`src/rtl/serial_chunk_adder_if.sv`:
```
// rtl/serial_chunk_adder_if.sv - request/result bundle for serial_chunk_adder
`timescale 1ns/1ps
interface serial_chunk_adder_if #(
  parameter int WIDTH = 16
);
  logic             start;
  logic             mode;
  logic [WIDTH-1:0] a;
  logic [WIDTH-1:0] b;
  logic             cin;
  logic             busy;
  logic             done;
  logic [WIDTH-1:0] sum;
  logic             cout;
  logic             ovf;

  modport master (
    output start, mode, a, b, cin,
    input  busy, done, sum, cout, ovf
  );

  modport slave (
    input  start, mode, a, b, cin,
    output busy, done, sum, cout, ovf
  );
endinterface

```
`src/rtl/serial_chunk_adder.sv`:
```
// rtl/serial_chunk_adder.sv - add/subtract engine processing CHUNK bits per cycle, LSB slice first
`timescale 1ns/1ps
module serial_chunk_adder #(
  parameter int WIDTH = 16,
  parameter int CHUNK = 4
) (
  input logic                 clk,
  input logic                 rst,
  serial_chunk_adder_if.slave bus
);
  localparam int N      = WIDTH / CHUNK;
  localparam int IDX_W  = (N > 1) ? $clog2(N) : 1;
  localparam int BASE_W = $clog2(WIDTH + 1);
  localparam logic [IDX_W-1:0] LAST_IDX = IDX_W'(N - 1);

  localparam logic [1:0] S_IDLE = 2'd0;
  localparam logic [1:0] S_RUN  = 2'd1;
  localparam logic [1:0] S_DONE = 2'd2;

  logic [1:0]       r_state;
  logic [WIDTH-1:0] r_a;
  logic [WIDTH-1:0] r_b;
  logic [WIDTH-1:0] r_sum;
  logic             r_carry;
  logic             r_cout;
  logic             r_ovf;
  logic [IDX_W-1:0] r_idx;

  logic              w_accept;
  logic              w_last;
  logic [BASE_W-1:0] w_base;
  logic [CHUNK:0]    w_slice;

  assign w_accept = bus.start && (r_state != S_RUN);
  assign w_last   = (r_idx == LAST_IDX);
  assign w_base   = BASE_W'(r_idx) * BASE_W'(CHUNK);
  assign w_slice  = {1'b0, r_a[w_base +: CHUNK]}
                  + {1'b0, r_b[w_base +: CHUNK]}
                  + {{CHUNK{1'b0}}, r_carry};

  always_ff @(posedge clk or posedge rst) begin
    if (rst) begin
      r_state <= S_IDLE;
      r_a     <= '0;
      r_b     <= '0;
      r_sum   <= '0;
      r_carry <= 1'b0;
      r_cout  <= 1'b0;
      r_ovf   <= 1'b0;
      r_idx   <= '0;
    end else if (w_accept) begin
      // subtract is folded into an add of ~b with an inverted borrow-in
      r_state <= S_RUN;
      r_a     <= bus.a;
      r_b     <= bus.mode ? ~bus.b : bus.b;
      r_carry <= bus.cin ^ bus.mode;
      r_idx   <= '0;
    end else begin
      case (r_state)
        S_RUN: begin
          r_sum[w_base +: CHUNK] <= w_slice[CHUNK-1:0];
          r_carry                <= w_slice[CHUNK];
          if (w_last) begin
            r_state <= S_DONE;
            r_cout  <= w_slice[CHUNK];
            // carry into the MSB is a ^ b ^ sum at that bit
            r_ovf   <= r_a[WIDTH-1] ^ r_b[WIDTH-1] ^ w_slice[CHUNK-1] ^ w_slice[CHUNK];
          end else begin
            r_idx <= r_idx + IDX_W'(1);
          end
        end
        S_DONE:  r_state <= S_IDLE;
        default: r_state <= S_IDLE;
      endcase
    end
  end

  assign bus.busy = (r_state == S_RUN);
  assign bus.done = (r_state == S_DONE);
  assign bus.sum  = r_sum;
  assign bus.cout = r_cout;
  assign bus.ovf  = r_ovf;
endmodule
```
`src/flat_wrapper.sv`:
```
// flat-port wrapper written by rule: the top's interface ports become plain ports
module serial_chunk_adder_flat 
#(
  parameter int WIDTH = 16,
  parameter int CHUNK = 4
)
  (clk, rst, bus_start, bus_mode, bus_a, bus_b, bus_cin, bus_busy, bus_done, bus_sum, bus_cout, bus_ovf);
  serial_chunk_adder_if #(.WIDTH(WIDTH)) bus_i ();
  input logic clk;
  input logic rst;
  input wire logic [$bits(bus_i.start)-1:0] bus_start;
  input wire logic [$bits(bus_i.mode)-1:0] bus_mode;
  input wire logic [$bits(bus_i.a)-1:0] bus_a;
  input wire logic [$bits(bus_i.b)-1:0] bus_b;
  input wire logic [$bits(bus_i.cin)-1:0] bus_cin;
  output wire logic [$bits(bus_i.busy)-1:0] bus_busy;
  output wire logic [$bits(bus_i.done)-1:0] bus_done;
  output wire logic [$bits(bus_i.sum)-1:0] bus_sum;
  output wire logic [$bits(bus_i.cout)-1:0] bus_cout;
  output wire logic [$bits(bus_i.ovf)-1:0] bus_ovf;
  assign bus_i.start = bus_start;
  assign bus_i.mode = bus_mode;
  assign bus_i.a = bus_a;
  assign bus_i.b = bus_b;
  assign bus_i.cin = bus_cin;
  assign bus_busy = bus_i.busy;
  assign bus_done = bus_i.done;
  assign bus_sum = bus_i.sum;
  assign bus_cout = bus_i.cout;
  assign bus_ovf = bus_i.ovf;
  serial_chunk_adder #(.WIDTH(WIDTH), .CHUNK(CHUNK)) u_core (.clk(clk), .rst(rst), .bus(bus_i));
endmodule
```
`config.mk`:
```
export PLATFORM = sky130hd
export DESIGN_NAME = serial_chunk_adder_flat
export DESIGN_NICKNAME = d
export VERILOG_FILES = /design/src/rtl/serial_chunk_adder_if.sv /design/src/rtl/serial_chunk_adder.sv /design/src/flat_wrapper.sv
export SDC_FILE = /design/constraint.sdc
export NUM_CORES = 1
export LEC_CHECK = 0
export CAP_MARGIN = 20
export CORE_ASPECT_RATIO = 0.9
export CORE_UTILIZATION = 45
export CTS_BUF_LIST = sky130_fd_sc_hd__clkbuf_8
export DETAILED_ROUTE_END_ITERATION = 7
export GPL_TIMING_DRIVEN = 0
export PLACE_DENSITY_LB_ADDON = 0.25
export SYNTH_ARGS = -nofsm -noshare
export SYNTH_HDL_FRONTEND = slang
export SYNTH_SLANG_ARGS = --single-unit
```
`constraint.sdc`:
```
create_clock -name clk -period 5.93 [get_ports clk]
set_clock_uncertainty 0.15 [all_clocks]
set_input_delay 1.186 -clock clk [delete_from_list [all_inputs] [get_ports clk]]
set_output_delay 1.186 -clock clk [all_outputs]
set_load 0.02 [all_outputs]
```
After elaboration in Yosys (flattened, before gate mapping):

Index checks and enable logic that the tools add are counted.
Widths: inputs -> output; s select.

* add/sub/neg operators: 4
* shifts and indexed selects: 4
* reductions and logical operators: 5
* bitwise gates (word level): 6
* mux-type cells: 10
* eq/ne operators: 6

Operators with widths (count)
* $shiftx 16x5->4: 2
* $bwmux 16: 1
* $mux 16: 1
* $not 16->16: 1
* $shift 4x7->16 const A: 1
* $shiftx 4x7->16: 1
* $mux 2: 6
* $neg 4->7: 1
* $add 4x4->5: 1
* $add 5x1->5: 1
* $eq 2x2->1 const B: 2
* $ne 2x1->1 const B: 2
* $reduce_and 2->1: 2
* $xor 1x1->1: 4
* $ne 3x1->1 const B: 1
* $reduce_and 3->1: 1
* $add 2x1->2 const B: 1
* $eq 2x1->1 const B: 1
* $mux 1: 2
* $reduce_bool 2->1: 1
* $logic_and 1x1->1: 1
* $not 1->1: 1

* register bits: 55
* logic and storage cells: 43
* bits of input ports: 37
* output and inout port bits: 20

Depth between registers and ports, before layout:

Gate-level depths: netlist of run 1.

* depth after elaboration: 5
* mapped depth: 10
* mapped depth without buffers: 9

Least setup slack after synthesis of run 1:

Ideal clock, no wire load.

* path type: reg2reg
* from: reg u_core.r_idx[0]
* to: reg u_core.r_ovf, in the netlist u_core.bus.ovf
* library setup time: 0.124 ns
* stages on the path, launching flop included: 11
* path buffers: 1
* slack: 3.188 ns
* arrival: 2.468 ns
* clock period less this slack: 2.742 ns
* data required time: 5.656 ns
* cell sequence: dfrtp_1 > buf_4 > mux4_2 > fa_1 > inv_1 > fa_1 > nand2b_1 > o2bb2ai_1 > xnor2_1 > xnor2_1 > o21ai_1

* longest elaborated chain between the ends: 5
* elaborated cells between the ends (all ways): 8
* those cells by class: 2 x add/sub; 1 x eq/ne; 2 x shift; 2 x bitwise; 1 x reduce/logical

Ends and longest elaborated chain
* start: declaration: RTL line serial_chunk_adder.sv:27 `logic [IDX_W-1:0] r_idx;`
* start signal: assignment: RTL line serial_chunk_adder.sv:69 `r_idx <= r_idx + IDX_W'(1);`
* $shiftx 16x5->4 (on tied branches): RTL line serial_chunk_adder.sv:37, serial_chunk_adder.sv:38
* $add 4x4->5: RTL line serial_chunk_adder.sv:38 `+ {1'b0, r_b[w_base +: CHUNK]}`
* $add 5x1->5: RTL line serial_chunk_adder.sv:39 `+ {{CHUNK{1'b0}}, r_carry};`
* $xor 1x1->1 (2 in a row): RTL line serial_chunk_adder.sv:67 `r_ovf <= r_a[WIDTH-1] ^ r_b[WIDTH-1] ^ w_slice[CHUNK-1] ^ w_slice[CHUNK];`
* end signal: assignment: RTL line serial_chunk_adder.sv:67
* end: declaration: RTL line serial_chunk_adder.sv:26 `logic r_ovf;`

Parallel ways exist; a longest one is shown, timed or not.
A chain may end at the register's enable or synchronous reset.

Final worst setup path of run 1:

Same ends and word-level chain as after synthesis.

==> key figures, run 1 <==
Synthesis
  – Synthesized area per cell: 12.0 um2
  – Number of synthesized register bits: 55
  – Synth area leaders: dfrtp_1 (52%), mux2_1 (6.8%), mux4_2 (6.8%)
  – Synth area leader: dfrtp_1
  – Synth Flop Type: dfrtp_1
  – Synth Net Count: between 200 and 300
  – Adder-Cell Fraction of Synth Area: roughly 5.7%
  – Post-synthesis compound-gate area fraction: around 10%
  – Mapped Cells: between 200 and 250
  – EDFF count, synth: 0
  – Yosys Warn Count: 0
  – Mapped Area: 0.00267 mm2
  – Simple-Gate Fraction of Synth Area: 8.40%
  – Main combinational cell family by area after synthesis: multiplexers
  – Top cell type's share of synthesized area: about half
  – Most common cell in the netlist: dfrtp_1
  – Most frequent cells after synthesis: dfrtp_1 (55), nand2_1 (36), o21ai_1 (20), xnor2_1 (20), mux2_1 (16)
  – Async set or reset register ratio after synthesis: 100%
  – Mux contribution to synthesized area: between 10% and 20%
  – Register area share after synthesis: roughly 52%
  – XOR/XNOR Fraction of Synth Area: a little over 7%
  – Netlist cell types: 29

Global route
  – Largest net degree at the start of global routing: 31
  – Initial antenna violation count: 0
  – Vias in the first global route: 1,908
  – Global-route wire length before repair: around 9.1 mm
  – Total gr overflow: 0
  – Tot GR Track Use: around a fifth

Routing
  – Antenna Violating Nets Remaining: 0
  – DR iter-0 viols: 80
  – Detailed Routing Iterations Pass 1: 4
  – Vias: 1,867
  – WL per Instance: approximately 15 um
  – Drc violations: 0
  – Drt via density: 5.23
  – DRT Wirelength: roughly 5.2 mm

STA
  – Setup ws final: 2880 ps
  – Hold Vio Cnt, Final: 0
  – RSZ-0062 raised after global routing: false
  – Worst-margin pin slew: roughly 640 ps
  – Slew margin rel.: 57.6%
  – Fin. max-slew vios: 0
  – Fmax: ~330 MHz
  – Clock period minus worst slack: 3050 ps
  – Fin crit share: 51.4%
  – Final setup vio count: 0
  – Final setup TNS: 0 ps

Place
  – Dpl cell area: around 0.0033 mm2
  – Final Wtd Congestion: approximately 0.81
  – DP Worst Slack: between 2000 and 3000 ps
  – Port bufs: 55
  – Hpwl dp: 4.00 mm

Cells and area
  – Ratio of cells with drive above 1 in the final layout: 11.5%
  – Antenna Cells: 0
  – # nets final: 334
  – Area delta synth->final: 29.8%
  – Design area: 0.00346 mm2

Setup path
  – Startpoint types: flop
  – Worst-path maximum fanout: 10
  – Data arrival, critical path: 3080 ps
  – Critical Path Sink Type: flop
  – Required @ worst endpoint: 5970 ps
  – WS Path Type: flop to flop

Power and ir drop
  – Peak supply drop: 0.000358 V
  – LEAKAGE: 0.00149 uW
  – Overall power: between 2000 and 2500 uW
  – Power per cell area: between 500 and 600 mW/mm2

Floorplanning
  – DIE AREA: just over 0.006 mm2
  – FP Rows: 26
  – Ports: 57
  – Core box area: approximately 0.0057 mm2
  – Initial Utilization: between 40% and 50%
  – Die height: roughly 75 um
  – Die span in x: roughly 83 um

Clocking
  – Clock root buffer master: clkbuf_8
  – CTS H-tree depth: 2
  – CTS Sinks: between 50 and 60
  – Postcts setup bufs: 0
  – CTS-repair resized insts: 0
  – CTS tree: yes
  – Clk Latency, worst-skew pair: 310 ps
  – Number of buffers created by CTS: 5
  – Clock transition at path regs: 100 ps
  – Count of hold-fix buffers inserted at cts: 0
  – Clock tree buffer depth: 2

Min path
  – Class of the worst hold path: flop to flop

Run
  – Max-cap violations: 0

Status
  – Status: completed
-- worst paths after layout --
kind | from | to | slack (ps) | depth (start not counted)
min reg2reg | u_core.bus.sum[8]$_DFFE_PP0P_ | u_core.bus.sum[8]$_DFFE_PP0P_ | 340 | 2
max | u_core.r_idx[0]$_DFFE_PP0P_ | u_core.bus.ovf$_DFFE_PP0P_ | 2880 | 10
max in group asynchronous | rst | u_core.r_b[9]$_DFFE_PP0P_ | 3980 | 3
max reg2reg | u_core.r_idx[0]$_DFFE_PP0P_ | u_core.bus.ovf$_DFFE_PP0P_ | 2880 | 10
min in group asynchronous | rst | u_core.r_a[1]$_DFFE_PP0P_ | 1100 | 2
min | u_core.bus.sum[8]$_DFFE_PP0P_ | u_core.bus.sum[8]$_DFFE_PP0P_ | 340 | 2
-- critical path, cell delays in order, from the launching register on --
cell       delay [ps]
dfrtp_1           550
buf_4             290
mux4_2            550
fa_1              420
inv_1              80
fa_1              200
nand2b_1          110
o2bb2ai_1         170
xnor2_1           170
xnor2_1           140
o21ai_1            90
-- area by class of cell --
cell class                 instances  area, um2
sequential                        55       1380
tap                               70       87.6
multi-input combinational        150       1210
inverter                           9       33.8
buffer                             9       45.0
fill                             475       2230
timing repair buffer              56        571
clock buffer                       5       68.8
clock inverter                     3       67.6
-- report_power, final --
group          internal (uW)  switching (uW)
clock                    168             121
sequential               539            99.4
combinational            526             599
-- layer usage --
metal / track usage (%) / part of all wire (%) / vias to the layer above
met2: 33.3 / 49 / 51
met1: 24.8 / 45 / 916
li1: - / - / 891
met5: 0 / 0 / -
met4: 6.13 / 1.4 / 0
met3: 3.18 / 4.2 / 9
-- layout by cell type, fill, tap and decap left out, types with 2 or more instances in the layout --
cell type	netlist	layout
clkbuf_1	2	2
inv_2	4	5
xor2_1	2	2
a22o_1	9	9
o41ai_1	3	3
ha_1	9	9
dfrtp_1	55	55
xnor2_1	20	20
buf_2	6	6
mux2_1	16	16
o21ai_0	2	2
fa_1	2	2
o31ai_1	3	3
clkbuf_8	0	5
nand2b_1	3	3
o21ai_1	20	20
nor2_1	8	8
clkdlybuf4s50_1	0	55
mux4_2	8	8
inv_1	5	4
nand2_1	36	36
bufinv_16	0	2
-- state kept, by name, indices dropped and copies added, names as in the netlist --
signal	cells
u_core.bus.cout	1
u_core.bus.ovf	1
u_core.bus.sum	16
u_core.r_a	16
u_core.r_b	16
u_core.r_carry	1
u_core.r_idx	2
u_core.r_state	2
-- stage by stage --
step                      utilization, %  instances  hold slack [ps]
after floorplan                        -        223              300
final                               60.8        357              341
after CTS                           60.8        357              339
after global routing                60.8        357              365
after global placement              58.0        348              309
after detailed placement            58.4        349              316
-- cells by family (layout without fill, tap and decap cells) --
family / after synthesis / count (layout)
AO/OA/AOI/OAI: 41 / 41
multiplexers: 25 / 25
AND/OR/NAND/NOR: 51 / 51
adder cells (fa/ha/maj): 11 / 11
flip-flops: 55 / 55
buffers and inverters: 18 / 82
XOR/XNOR: 22 / 22
Note: power is estimated with default switching activity, not from simulation.
==> run 2: changes to the inputs <==
clock period = 2.5 ns   (was 5.93 ns; I/O delays follow)
==> key figures, run 2 (synthesis gave the netlist of run 1 again) <==
Status
  – Status: complete, but fails checks
  – Failing checks: setup timing

Setup path
  – Cells on worst reg2reg path: 10 (unchanged)
  – CP Cell Sequence: buf_12 -> mux4_2 -> fa_2 -> inv_1 -> fa_2 -> nand2b_4 -> o2bb2ai_2 -> xnor2_1 -> xnor2_1 -> o21ai_1
  – CP max-delay cell: mux4_2
  – Critical Path Sink Type: flop
  – R2R Path End: u_core.bus.ovf$_DFFE_PP0P_
  – Max stage delay on crit path: 540 ps (about the same)
  – WS Path Type: flop to flop
  – Required @ worst endpoint: 2540 ps (-3430 ps)
  – Data arrival, critical path: 2620 ps (-460 ps)
  – Startpoint types: flop
  – Worst-path maximum fanout: 3 (-7)
  – R2R setup slack: -80 ps (-2960 ps)
  – R2r startpoint: u_core.r_idx[0]$_DFFE_PP0P_

Power and ir drop
  – Seq pwr share: 29.0% (-2.1 points)
  – LEAKAGE: 0.00153 uW (+3.1%)
  – Peak supply drop: 0.000905 V (+150%)
  – Sw frac: 40.6% (+0.75 points)
  – Clk pwr share: 10.2% (-3.9 points)
  – Psw: 2090 uW (+160%)
  – Overall power: 5140 uW (+150%)
  – Pint: 3050 uW (+150%)
  – Logic pwr share: 60.8% (+6.0 points)
  – Power per cell area: 1460 mW/mm2 (+150%)

Cells and area
  – Commonest non-fill, non-tap cells in the layout: clkdlybuf4s50_1 (55), dfrtp_1 (54), nand2_1 (36)
  – Design area: 0.00352 mm2 (+1.8%)
  – Ratio of cells with drive above 1 in the final layout: 16.2% (+4.7 points)
  – # nets final: 338 (+1.2%)
  – Area delta synth->final: 32.1%
  – Filler cell count: 454 (-4.4%)
  – Leading cell type in the layout, fill and taps excluded: clkdlybuf4s50_1
  – Multi-input gate area in the final layout: 0.00126 mm2 (+4.2%)
  – Register area: 0.00138 mm2 (about the same)
  – Antenna Cells: 0 (unchanged)
  – Finished Layout Cells: 361 (+1.1%)

Run
  – Max-cap violations: 0 (unchanged)

Floorplanning
  – Die height: 75.0 um (unchanged)
  – Core box area: 0.00569 mm2 (unchanged)
  – Ports: 57 (unchanged)
  – Die span in x: 83.1 um (unchanged)
  – Initial Utilization: 46.8% (unchanged)
  – FP Rows: 26 (unchanged)
  – DIE AREA: 0.00624 mm2 (unchanged)

Clocking
  – Clock tree buffer depth: 2 (unchanged)
  – Clock root buffer master: clkbuf_8
  – Clock transition at path regs: 90 ps (about the same)
  – Number of buffers created by CTS: 5 (unchanged)
  – CTS H-tree depth: 2 (unchanged)
  – CTS Sinks: 55 (unchanged)
  – Count of hold-fix buffers inserted at cts: 0 (unchanged)
  – CTS tree: yes
  – Clk Latency, worst-skew pair: 300 ps (about the same)

Routing
  – Detailed Routing Iterations Pass 1: 4 (unchanged)
  – Antenna Violating Nets Remaining: 0 (unchanged)
  – Vias: 1,876 (+0.48%)
  – WL per Instance: 14.9 um (+1.4%)
  – Drt via density: 5.20 (-0.63%)
  – DRT Wirelength: 5.37 mm (+2.6%)
  – Drc violations: 0 (unchanged)
  – DR iter-0 viols: 57 (-29%)

STA
  – Worst-margin pin slew: 572 ps (-63.7 ps)
  – RSZ-0062 raised after global routing: true
  – Setup ws final: -78.9 ps (-2960 ps)
  – Final setup vio count: 9 (+9)
  – Slew margin rel.: 61.8% (+4.2 points)
  – Fin. max-slew vios: 0 (unchanged)
  – Fin crit share: 103% (+52 points)
  – Hold Vio Cnt, Final: 0 (unchanged)
  – Fmax: 388 MHz (+18%)
  – Clock period minus worst slack: 2580 ps (-468 ps)

Global route
  – Largest net degree at the start of global routing: 30 (-3.2%)
  – GRT Max-Usage Layer: met2
  – Initial antenna violation count: 0 (unchanged)
  – Global-route wire length before repair: 9.32 mm (+2.0%)
  – Met2 usage: 35.8% (+2.5 points)
  – Tot GR Track Use: 19.5% (+0.50 points)
  – Vias in the first global route: 1,949 (+2.1%)
  – Grt met1 use: 23.8% (-0.96 points)
  – Met3 global-route usage: 4.06% (+0.88 points)
  – Total gr overflow: 0 (unchanged)

Place
  – Placed cells: 349 (unchanged)
  – Final Wtd Congestion: 0.773 (-4.7%)
  – Dpl cell area: 0.00335 mm2 (+0.72%)
  – Hpwl dp: 3.82 mm (-4.4%)
  – Port bufs: 55 (unchanged)
  – DP Worst Slack: -452 ps (-3340 ps)

Min path
  – Class of the worst hold path: flop to flop
  – Min-delay src: u_core.bus.sum[8]$_DFFE_PP0P_
  – Hold Path Sink: u_core.bus.sum[8]$_DFFE_PP0P_
  – Hold depth: 2 (unchanged)
==> run 2: changes by cell type in the layout (fill, tap and decap cells not counted), moves of 2 or more <==
| cell | delta |
|---|---|
| o41ai_2 | +3 |
| fa_1 | -2 |
| bufinv_16 | -2 |
| fa_2 | +2 |
| clkbuf_8 | +2 |
| o41ai_1 | -3 |
| buf_4 | +4 |
==> run 2: how the worst max path moves through the flow <==
stage | startpoint | end | slack [ps] | cells past startpoint
2_1_floorplan | u_core.r_idx[0]$_DFFE_PP0P_ | u_core.bus.ovf$_DFFE_PP0P_ | -80 | 10
3_5_place_dp | u_core.r_idx[1]$_DFFE_PP0P_ | u_core.bus.sum[5]$_DFFE_PP0P_ | -450 | 6
3_3_place_gp | rst | u_core.r_idx[0]$_DFFE_PP0P_ | -640 | 2
6_report | u_core.r_idx[0]$_DFFE_PP0P_ | u_core.bus.ovf$_DFFE_PP0P_ | -80 | 10
4_1_cts | u_core.r_idx[0]$_DFFE_PP0P_ | u_core.bus.ovf$_DFFE_PP0P_ | -60 | 10
5_1_grt | u_core.r_idx[0]$_DFFE_PP0P_ | u_core.bus.sum[10]$_DFFE_PP0P_ | -170 | 8
==> run 2: what timing repair did <==
item | CTS | global route
buffers inserted | 4 | 0
resized for setup | 7 | 3
gates cloned | 0 | 0
endpoints found under the setup margin | 18 | 13
endpoints found under the hold margin | 0 | 0
pin swaps | 7 | 3
==> run 2: cell type report <==
cell class | count | area share (%)
Timing Repair Buffer | 60 | 17.0
Tap cell | 70 | 2.49
Sequential cell | 55 | 39.1
Inverter | 9 | 0.959
Multi-Input combinational cell | 150 | 35.8
Buffer | 9 | 1.74
Clock buffer | 7 | 2.73
Clock inverter | 1 | 0.107
==> run 2: per-stage QoR <==
stage | hold slack, ps | utilization, % | setup TNS [ps]
global placement | 312 | 58.5 | -31180
CTS | 343 | 61.7 | -347
global route | 358 | 61.9 | -1380
floorplan | 300 | - | -312
detailed placement | 321 | 58.8 | -4840
finish | 336 | 61.9 | -450
==> run 2: routing by layer <==
layer	share of wire, %	wire (um)	up-vias
li1	-	-	907
met1	44	2360	909
met2	50	2700	49
met3	4.2	223	11
met4	1.7	89	0
met5	0	0	-
==> run 2: power groups by stage <==
| stage | clock [uW] | combinational, uW | sequential (uW) |
|---|---|---|---|
| 2_1_floorplan | 0 | 1950 | 1580 |
| 3_3_place_gp | 0 | 2740 | 1520 |
| 3_5_place_dp | 0 | 2780 | 1530 |
| 4_1_cts | 536 | 3050 | 1490 |
| 5_1_grt | 572 | 3420 | 1550 |
| 6_report | 527 | 3120 | 1490 |
==> run 2: worst max-delay path: cells and delay by family, from the launching register on <==
family	cells	cell delay, ps
compound gates	2	190
buf+inv	2	190
simple gates	1	120
mux	1	540
flops	1	400
xor+xnor	2	280
fa+ha+maj	2	590
